==> config.mk <==
export PLATFORM = sky130hd
export DESIGN_NAME = alu_multicycle_rv32i_flat
export DESIGN_NICKNAME = d
export VERILOG_FILES = /design/src/rtl/alu_multicycle_rv32i_if.sv /design/src/rtl/alu_multicycle_rv32i.sv /design/src/flat_wrapper.sv
export SDC_FILE = /design/constraint.sdc
export NUM_CORES = 1
export LEC_CHECK = 0
export CORE_AREA = 2 2 213 215
export DETAILED_ROUTE_END_ITERATION = 12
export DIE_AREA = 0 0 215 217
export MAX_ROUTING_LAYER = met4
export PLACE_DENSITY = 0.8
export SYNTH_ARGS = -nofsm -noshare
export SYNTH_HDL_FRONTEND = slang
export SYNTH_SLANG_ARGS = --single-unit
export TNS_END_PERCENT = 100
==> constraint.sdc <==
create_clock -name clk -period 6.85 [get_ports clk]
set_input_delay 1.37 -clock clk [delete_from_list [all_inputs] [get_ports clk]]
set_output_delay 1.37 -clock clk [all_outputs]
set_load 0.05 [all_outputs]
==> src/rtl/alu_multicycle_rv32i_if.sv <==
// Handshake bus between the ALU decoder/issue stage and the execution ALU.
// The master presents operations and consumes results; the slave is the ALU.
interface alu_multicycle_rv32i_if #(
    parameter int WIDTH = 32
);
    logic             in_valid;
    logic             in_ready;
    logic [3:0]       ALU_op;
    logic [WIDTH-1:0] A;
    logic [WIDTH-1:0] B;
    logic             out_valid;
    logic             out_ready;
    logic [WIDTH-1:0] result;
    logic             zero;

    modport master (
        output in_valid, ALU_op, A, B, out_ready,
        input  in_ready, out_valid, result, zero
    );

    modport slave (
        input  in_valid, ALU_op, A, B, out_ready,
        output in_ready, out_valid, result, zero
    );
endinterface

==> src/rtl/alu_multicycle_rv32i.sv <==
// RV32I/M execution ALU. Base operations finish in one cycle.
// mul uses an iterative shift-add datapath.
// div/mod use an iterative restoring divider on magnitudes, followed by a sign fix-up cycle.
module alu_multicycle_rv32i #(
    parameter int WIDTH = 32
) (
    input logic                   clk,
    input logic                   rst,
    alu_multicycle_rv32i_if.slave bus
);
    localparam int CW = $clog2(WIDTH);

    localparam logic [2:0] S_IDLE = 3'd0;
    localparam logic [2:0] S_MUL  = 3'd1;
    localparam logic [2:0] S_DIV  = 3'd2;
    localparam logic [2:0] S_FIX  = 3'd3;
    localparam logic [2:0] S_DONE = 3'd4;

    logic [2:0]       state;
    logic [CW-1:0]    count;
    logic [WIDTH-1:0] result_q;
    logic [WIDTH-1:0] mcand;
    logic [WIDTH-1:0] mplier;
    logic [WIDTH-1:0] acc;
    logic [WIDTH-1:0] quo;
    logic [WIDTH-1:0] rem;
    logic [WIDTH-1:0] divisor;
    logic             q_neg;
    logic             r_neg;
    logic             is_mod;

    logic             accept;
    logic             last_step;
    logic [CW-1:0]    shamt;
    logic [WIDTH-1:0] simple_result;
    logic [WIDTH-1:0] a_abs;
    logic [WIDTH-1:0] b_abs;
    logic             div_by_zero;
    logic             div_overflow;
    logic [WIDTH-1:0] acc_next;
    logic [WIDTH:0]   trial;
    logic [WIDTH:0]   diff;

    assign bus.in_ready  = (state == S_IDLE) || (state == S_DONE && bus.out_ready);
    assign bus.out_valid = (state == S_DONE);
    assign bus.result    = result_q;
    assign bus.zero      = (result_q == '0);

    assign accept       = bus.in_valid && bus.in_ready;
    assign last_step    = (count == CW'(WIDTH - 1));
    assign shamt        = bus.B[CW-1:0];
    assign a_abs        = bus.A[WIDTH-1] ? -bus.A : bus.A;
    assign b_abs        = bus.B[WIDTH-1] ? -bus.B : bus.B;
    assign div_by_zero  = (bus.B == '0);
    assign div_overflow = (bus.A == {1'b1, {(WIDTH-1){1'b0}}}) && (bus.B == '1);
    assign acc_next     = mplier[0] ? (acc + mcand) : acc;
    assign trial        = {rem, quo[WIDTH-1]};
    assign diff         = trial - {1'b0, divisor};

    // Single-cycle results for ops 0-12, written straight into the result register on accept
    always_comb begin
        simple_result = '0;
        case (bus.ALU_op)
            4'd0:    simple_result = bus.A + bus.B;
            4'd1:    simple_result = bus.A - bus.B;
            4'd2:    simple_result = bus.A ^ bus.B;
            4'd3:    simple_result = bus.A | bus.B;
            4'd4:    simple_result = bus.A & bus.B;
            4'd5:    simple_result = bus.A << shamt;
            4'd6:    simple_result = bus.A >> shamt;
            4'd7:    simple_result = $signed(bus.A) >>> shamt;
            4'd8:    simple_result = {{(WIDTH-1){1'b0}}, ($signed(bus.A) < $signed(bus.B))};
            4'd9:    simple_result = {{(WIDTH-1){1'b0}}, (bus.A < bus.B)};
            4'd11:   simple_result = bus.B;
            4'd12:   simple_result = bus.A;
            default: simple_result = '0;
        endcase
    end

    // Control FSM and iterative datapath; accepts only happen in IDLE/DONE so they never collide with iteration
    always_ff @(posedge clk) begin
        if (rst) begin
            state    <= S_IDLE;
            count    <= '0;
            result_q <= '0;
            mcand    <= '0;
            mplier   <= '0;
            acc      <= '0;
            quo      <= '0;
            rem      <= '0;
            divisor  <= '0;
            q_neg    <= 1'b0;
            r_neg    <= 1'b0;
            is_mod   <= 1'b0;
        end else begin
            case (state)
                S_MUL: begin
                    acc    <= acc_next;
                    mcand  <= mcand << 1;
                    mplier <= mplier >> 1;
                    count  <= count + 1'b1;
                    if (last_step) begin
                        result_q <= acc_next;
                        state    <= S_DONE;
                    end
                end
                S_DIV: begin
                    if (!diff[WIDTH]) begin
                        rem <= diff[WIDTH-1:0];
                        quo <= {quo[WIDTH-2:0], 1'b1};
                    end else begin
                        rem <= trial[WIDTH-1:0];
                        quo <= {quo[WIDTH-2:0], 1'b0};
                    end
                    count <= count + 1'b1;
                    if (last_step) begin
                        state <= S_FIX;
                    end
                end
                S_FIX: begin
                    if (is_mod) begin
                        result_q <= r_neg ? -rem : rem;
                    end else begin
                        result_q <= q_neg ? -quo : quo;
                    end
                    state <= S_DONE;
                end
                default: ;
            endcase

            if (accept) begin
                case (bus.ALU_op)
                    4'd13: begin
                        mcand  <= bus.A;
                        mplier <= bus.B;
                        acc    <= '0;
                        count  <= '0;
                        state  <= S_MUL;
                    end
                    4'd14, 4'd15: begin
                        if (div_by_zero) begin
                            result_q <= (bus.ALU_op == 4'd14) ? '1 : bus.A;
                            state    <= S_DONE;
                        end else if (div_overflow) begin
                            result_q <= (bus.ALU_op == 4'd14) ? bus.A : '0;
                            state    <= S_DONE;
                        end else begin
                            quo     <= a_abs;
                            divisor <= b_abs;
                            rem     <= '0;
                            q_neg   <= bus.A[WIDTH-1] ^ bus.B[WIDTH-1];
                            r_neg   <= bus.A[WIDTH-1];
                            is_mod  <= (bus.ALU_op == 4'd15);
                            count   <= '0;
                            state   <= S_DIV;
                        end
                    end
                    default: begin
                        result_q <= simple_result;
                        state    <= S_DONE;
                    end
                endcase
            end else if (state == S_DONE && bus.out_ready) begin
                state <= S_IDLE;
            end
        end
    end
endmodule
==> src/flat_wrapper.sv <==
// flat-port wrapper written by rule: the top's interface ports become plain ports
module alu_multicycle_rv32i_flat 
#(
    parameter int WIDTH = 32
)
  (clk, rst, bus_in_valid, bus_ALU_op, bus_A, bus_B, bus_out_ready, bus_in_ready, bus_out_valid, bus_result, bus_zero);
  alu_multicycle_rv32i_if #(.WIDTH(WIDTH)) bus_i ();
  input logic clk;
  input logic rst;
  input wire logic [$bits(bus_i.in_valid)-1:0] bus_in_valid;
  input wire logic [$bits(bus_i.ALU_op)-1:0] bus_ALU_op;
  input wire logic [$bits(bus_i.A)-1:0] bus_A;
  input wire logic [$bits(bus_i.B)-1:0] bus_B;
  input wire logic [$bits(bus_i.out_ready)-1:0] bus_out_ready;
  output wire logic [$bits(bus_i.in_ready)-1:0] bus_in_ready;
  output wire logic [$bits(bus_i.out_valid)-1:0] bus_out_valid;
  output wire logic [$bits(bus_i.result)-1:0] bus_result;
  output wire logic [$bits(bus_i.zero)-1:0] bus_zero;
  assign bus_i.in_valid = bus_in_valid;
  assign bus_i.ALU_op = bus_ALU_op;
  assign bus_i.A = bus_A;
  assign bus_i.B = bus_B;
  assign bus_i.out_ready = bus_out_ready;
  assign bus_in_ready = bus_i.in_ready;
  assign bus_out_valid = bus_i.out_valid;
  assign bus_result = bus_i.result;
  assign bus_zero = bus_i.zero;
  alu_multicycle_rv32i #(.WIDTH(WIDTH)) u_core (.clk(clk), .rst(rst), .bus(bus_i));
endmodule
==> impl_results.md <==
- Vias: a little over 30000
- I/O Pins: approximately 110
- Levels on crit path: 11
- Fin Hold WS: 473 ps
- End point of the critical path: u_core.bus.result[24]$_SDFF_PP0_
- Largest stage delay, worst path: between 1000 and 1500 ps
- Clock Skew: about 40 ps
- Post-Layout Cell Count: 4275
- Number of synthesized register bits: approximately 240
- Layout fillers: 4094
- Worst path bufs/invs: 2
- Post-Syn Nets: about 3900
- Seq/Total Area, Yosys: 0.179
- CP endpoint kind: flop
- Final RePlAce weighted congestion: 1.11
- Slowest-stage cell, CP: clkdlybuf4s50_1
- Drt wl/cell: between 20 and 30 um
- Detailed Route Iter0 Violations: 5166
- Worst setup path start: bus_A[18]
- Final min period: 5500 ps
- Core area: between 40000 and 50000 um^2
- IR drop worst, VDD: 0.483 mV
- EDFF count, synth: 0
- First-pass GRT wire length: 179 mm
- PnR worst setup slack: 1350 ps
- Post-CTS Resized: 0
- Setup TNS: 0 ps
- Cell taking the most area after synthesis: dfxtp_1
- Area of the die: 46700 um^2
- Post-synth ARST share: 0
- Detail Route Antenna Nets: 0
- Mapped Cells: 3703
- Pwr Density: 293 nW/um^2
- H-tree Lvls: 1
- Max Clk Rate: 182 MHz
- CP startpoint kind: input pin
- Drt pass-1 iters: 6
- Die height: between 200 and 250 um
- CTS tree: built
- Area grow syn2layout: 9.69%
- Leak: around 11 nW
- Placed Cells: 4219
- Worst r2r path cells: 13
- Mean Syn Cell Area: 7.11 um^2
- Port Buf Inserts: 106
- Row count: 78
- Slew margin rel.: 0.188
- Routed WL: between 100 and 150 mm
- Post-CTS Setup Inserts: 0
- Ys flop type: dfxtp_1
- Period utilisation layout: 0.803
- Kind of critical path: input pin to flop
- Clk root buf: clkbuf_16
- Worst EP required: 7400 ps
- Most common cell after layout, fill and taps aside: nor2_1
- Max_cap viols: 0
- Initial core utilization: 0.589
- Number of distinct library cells after synthesis: 92
- Reg2Reg Setup Slack: 2620 ps
- CTS Buffer Depth: 3
- Crit Reg-Reg Startpoint: u_core.divisor[18]$_SDFFE_PP0P_
- Synth area leaders: dfxtp_1, ha_1, nor2_1
- Data arrival, critical path: 6050 ps
- Total grt overflow: 0
- Reg2reg end: u_core.rem[19]$_SDFF_PP0_
- Num CTS Buffers: 29
- Status: complete, no violations
- Critical path peak fanout: 13
- Pins Over Slew Limit: 0
- Synth top area share: 0.179
- Synth Cell Area: 26300 um^2
- Layout cells sized above 1: 0.0814
- Synth Warn #: 0
- Final nets: 3893
- Pin count of the biggest net entering global routing: 86
- Final setup viols: 0
- Cell mode on critical path: a31oi_1
- TritonCTS Sinks: 235
- Pre-CTS setup slack: 1060 ps
- Tot Pwr: around 8.5 mW
- GRT Total Usage: 0.518
- Commonest cells after routing, fill and taps aside: nor2_1, nand2_1, a21oi_1
- Worst skew pair latency: about 640 ps
- Unrepaired setup endpoints after global routing: no
- Vias in the first global route: 27900
- DRC: 0
- Crit path cell chain: clkdlybuf4s50_1 -> inv_1 -> ha_1 -> nand2_1 -> nor3_1 -> nor4b_1 -> or2_2 -> a31oi_1 -> o41a_1 -> a31oi_1 -> a211o_1
- Tightest Pin Transition: around 1200 ps
- Final Hold Fails: 0
- Reg clk slew, reported paths: 60 ps
- CP top delay family: simple AND/OR/NAND/NOR gates
- Antenna violations before repair: 2
- Vias per inst: 7.26
- Post-DP HPWL: 89.7 mm
- Hold Crit Class: flop to flop
- Die width: 215 um
- Post-CTS Hold Buffers: 0
[through the flow]
step,utilization,instance area (um^2)
3_5_place_dp,0.623,27900
5_1_grt,0.647,28900
4_1_cts,0.646,28900
3_3_place_gp,0.623,27900
6_report,0.647,28900
2_1_floorplan,-,26300
[cell usage after synthesis (58+ instances only)]
master and count:
nand3_1 60, a311oi_1 98, inv_1 154, o21ai_0 256, a21oi_1 304, nand2_1 446, nor2_1 457, a211oi_1 99
xnor2_1 122, mux2i_1 81, nor3_1 76, ha_1 167, mux4_2 58, dfxtp_1 235, clkbuf_1 240
[registers in the layout, summed over array words and instances (netlist names)]
| register | flops |
|---|---|
| u_core.is_mod | 1 |
| u_core.count | 5 |
| u_core.mplier | 32 |
| u_core.r_neg | 1 |
| u_core.divisor | 32 |
| u_core.quo | 32 |
| u_core.rem | 32 |
| u_core.mcand | 32 |
| u_core.bus.result | 32 |
| u_core.acc | 32 |
| u_core.q_neg | 1 |
| u_core.state | 3 |
[layer usage]
layer | wire [um] | global-route usage | vias to the layer above
met5 | 0 | - | -
met4 | 10700 | 0.355 | 0
met3 | 17800 | 0.149 | 658
met2 | 48700 | 0.720 | 2520
met1 | 45000 | 0.647 | 14300
li1 | - | - | 13500
[logic make-up (layout without fill, tap and decap cells)]
family | Yosys count | count (layout) | synth area share
buffers and inverters | 459 | 429 | 0.0672
DFF | 235 | 235 | 0.179
other | 0 | 2 | 0
xor gates and xnor gates | 179 | 179 | 0.0595
muxes | 149 | 149 | 0.0846
AOI/OAI and AO/OA | 1220 | 1220 | 0.308
and+or+nand+nor | 1290 | 1290 | 0.220
adders and majority gates | 171 | 171 | 0.0823
[worst min-delay path by stage]
stage | start | endpoint | slack [ps] | cells after the start
floorplan | u_core.divisor[0]$_SDFFE_PP0P_ | u_core.divisor[0]$_SDFFE_PP0P_ | 440 | 2
global placement | u_core.mplier[31]$_SDFF_PP0_ | u_core.mplier[31]$_SDFF_PP0_ | 460 | 2
detailed placement | u_core.mplier[31]$_SDFF_PP0_ | u_core.mplier[31]$_SDFF_PP0_ | 460 | 2
CTS | u_core.mplier[31]$_SDFF_PP0_ | u_core.mplier[31]$_SDFF_PP0_ | 470 | 2
global route | u_core.mplier[5]$_SDFF_PP0_ | u_core.mplier[4]$_SDFF_PP0_ | 500 | 2
finish | u_core.mplier[31]$_SDFF_PP0_ | u_core.mplier[31]$_SDFF_PP0_ | 470 | 2
[final cells by class]
| type | instances | area, um^2 | area share |
|---|---|---|---|
| multi-input combinational | 3009 | 19900 | 0.690 |
| sequential | 235 | 4710 | 0.163 |
| timing repair buffer | 215 | 1860 | 0.0645 |
| clock buffer | 34 | 774 | 0.0268 |
| tap | 600 | 751 | 0.0260 |
| inverter | 160 | 601 | 0.0208 |
| clock inverter | 20 | 254 | 0.00879 |
| antenna | 2 | 5.00 | 0.000173 |
[worst reg2reg max path, cell delays in order, from the launching register on]
cell,delay (ps)
dfxtp_1,350
inv_1,90
ha_1,430
and4_1,320
nand2_1,90
or2_2,350
o221a_2,290
a211o_1,340
a21o_1,220
a211oi_4,520
buf_4,500
nand2_1,250
o22ai_1,290
nor2_1,60
[where the power goes]
| part | total (mW) | internal, mW | switching (mW) |
|---|---|---|---|
| logic | 4.91 | 1.73 | 3.18 |
| clock network | 1.71 | 0.974 | 0.732 |
| registers | 1.85 | 1.55 | 0.298 |
| total | 8.46 | 4.25 | 4.21 |
Note: power is estimated with default switching activity, not from simulation.
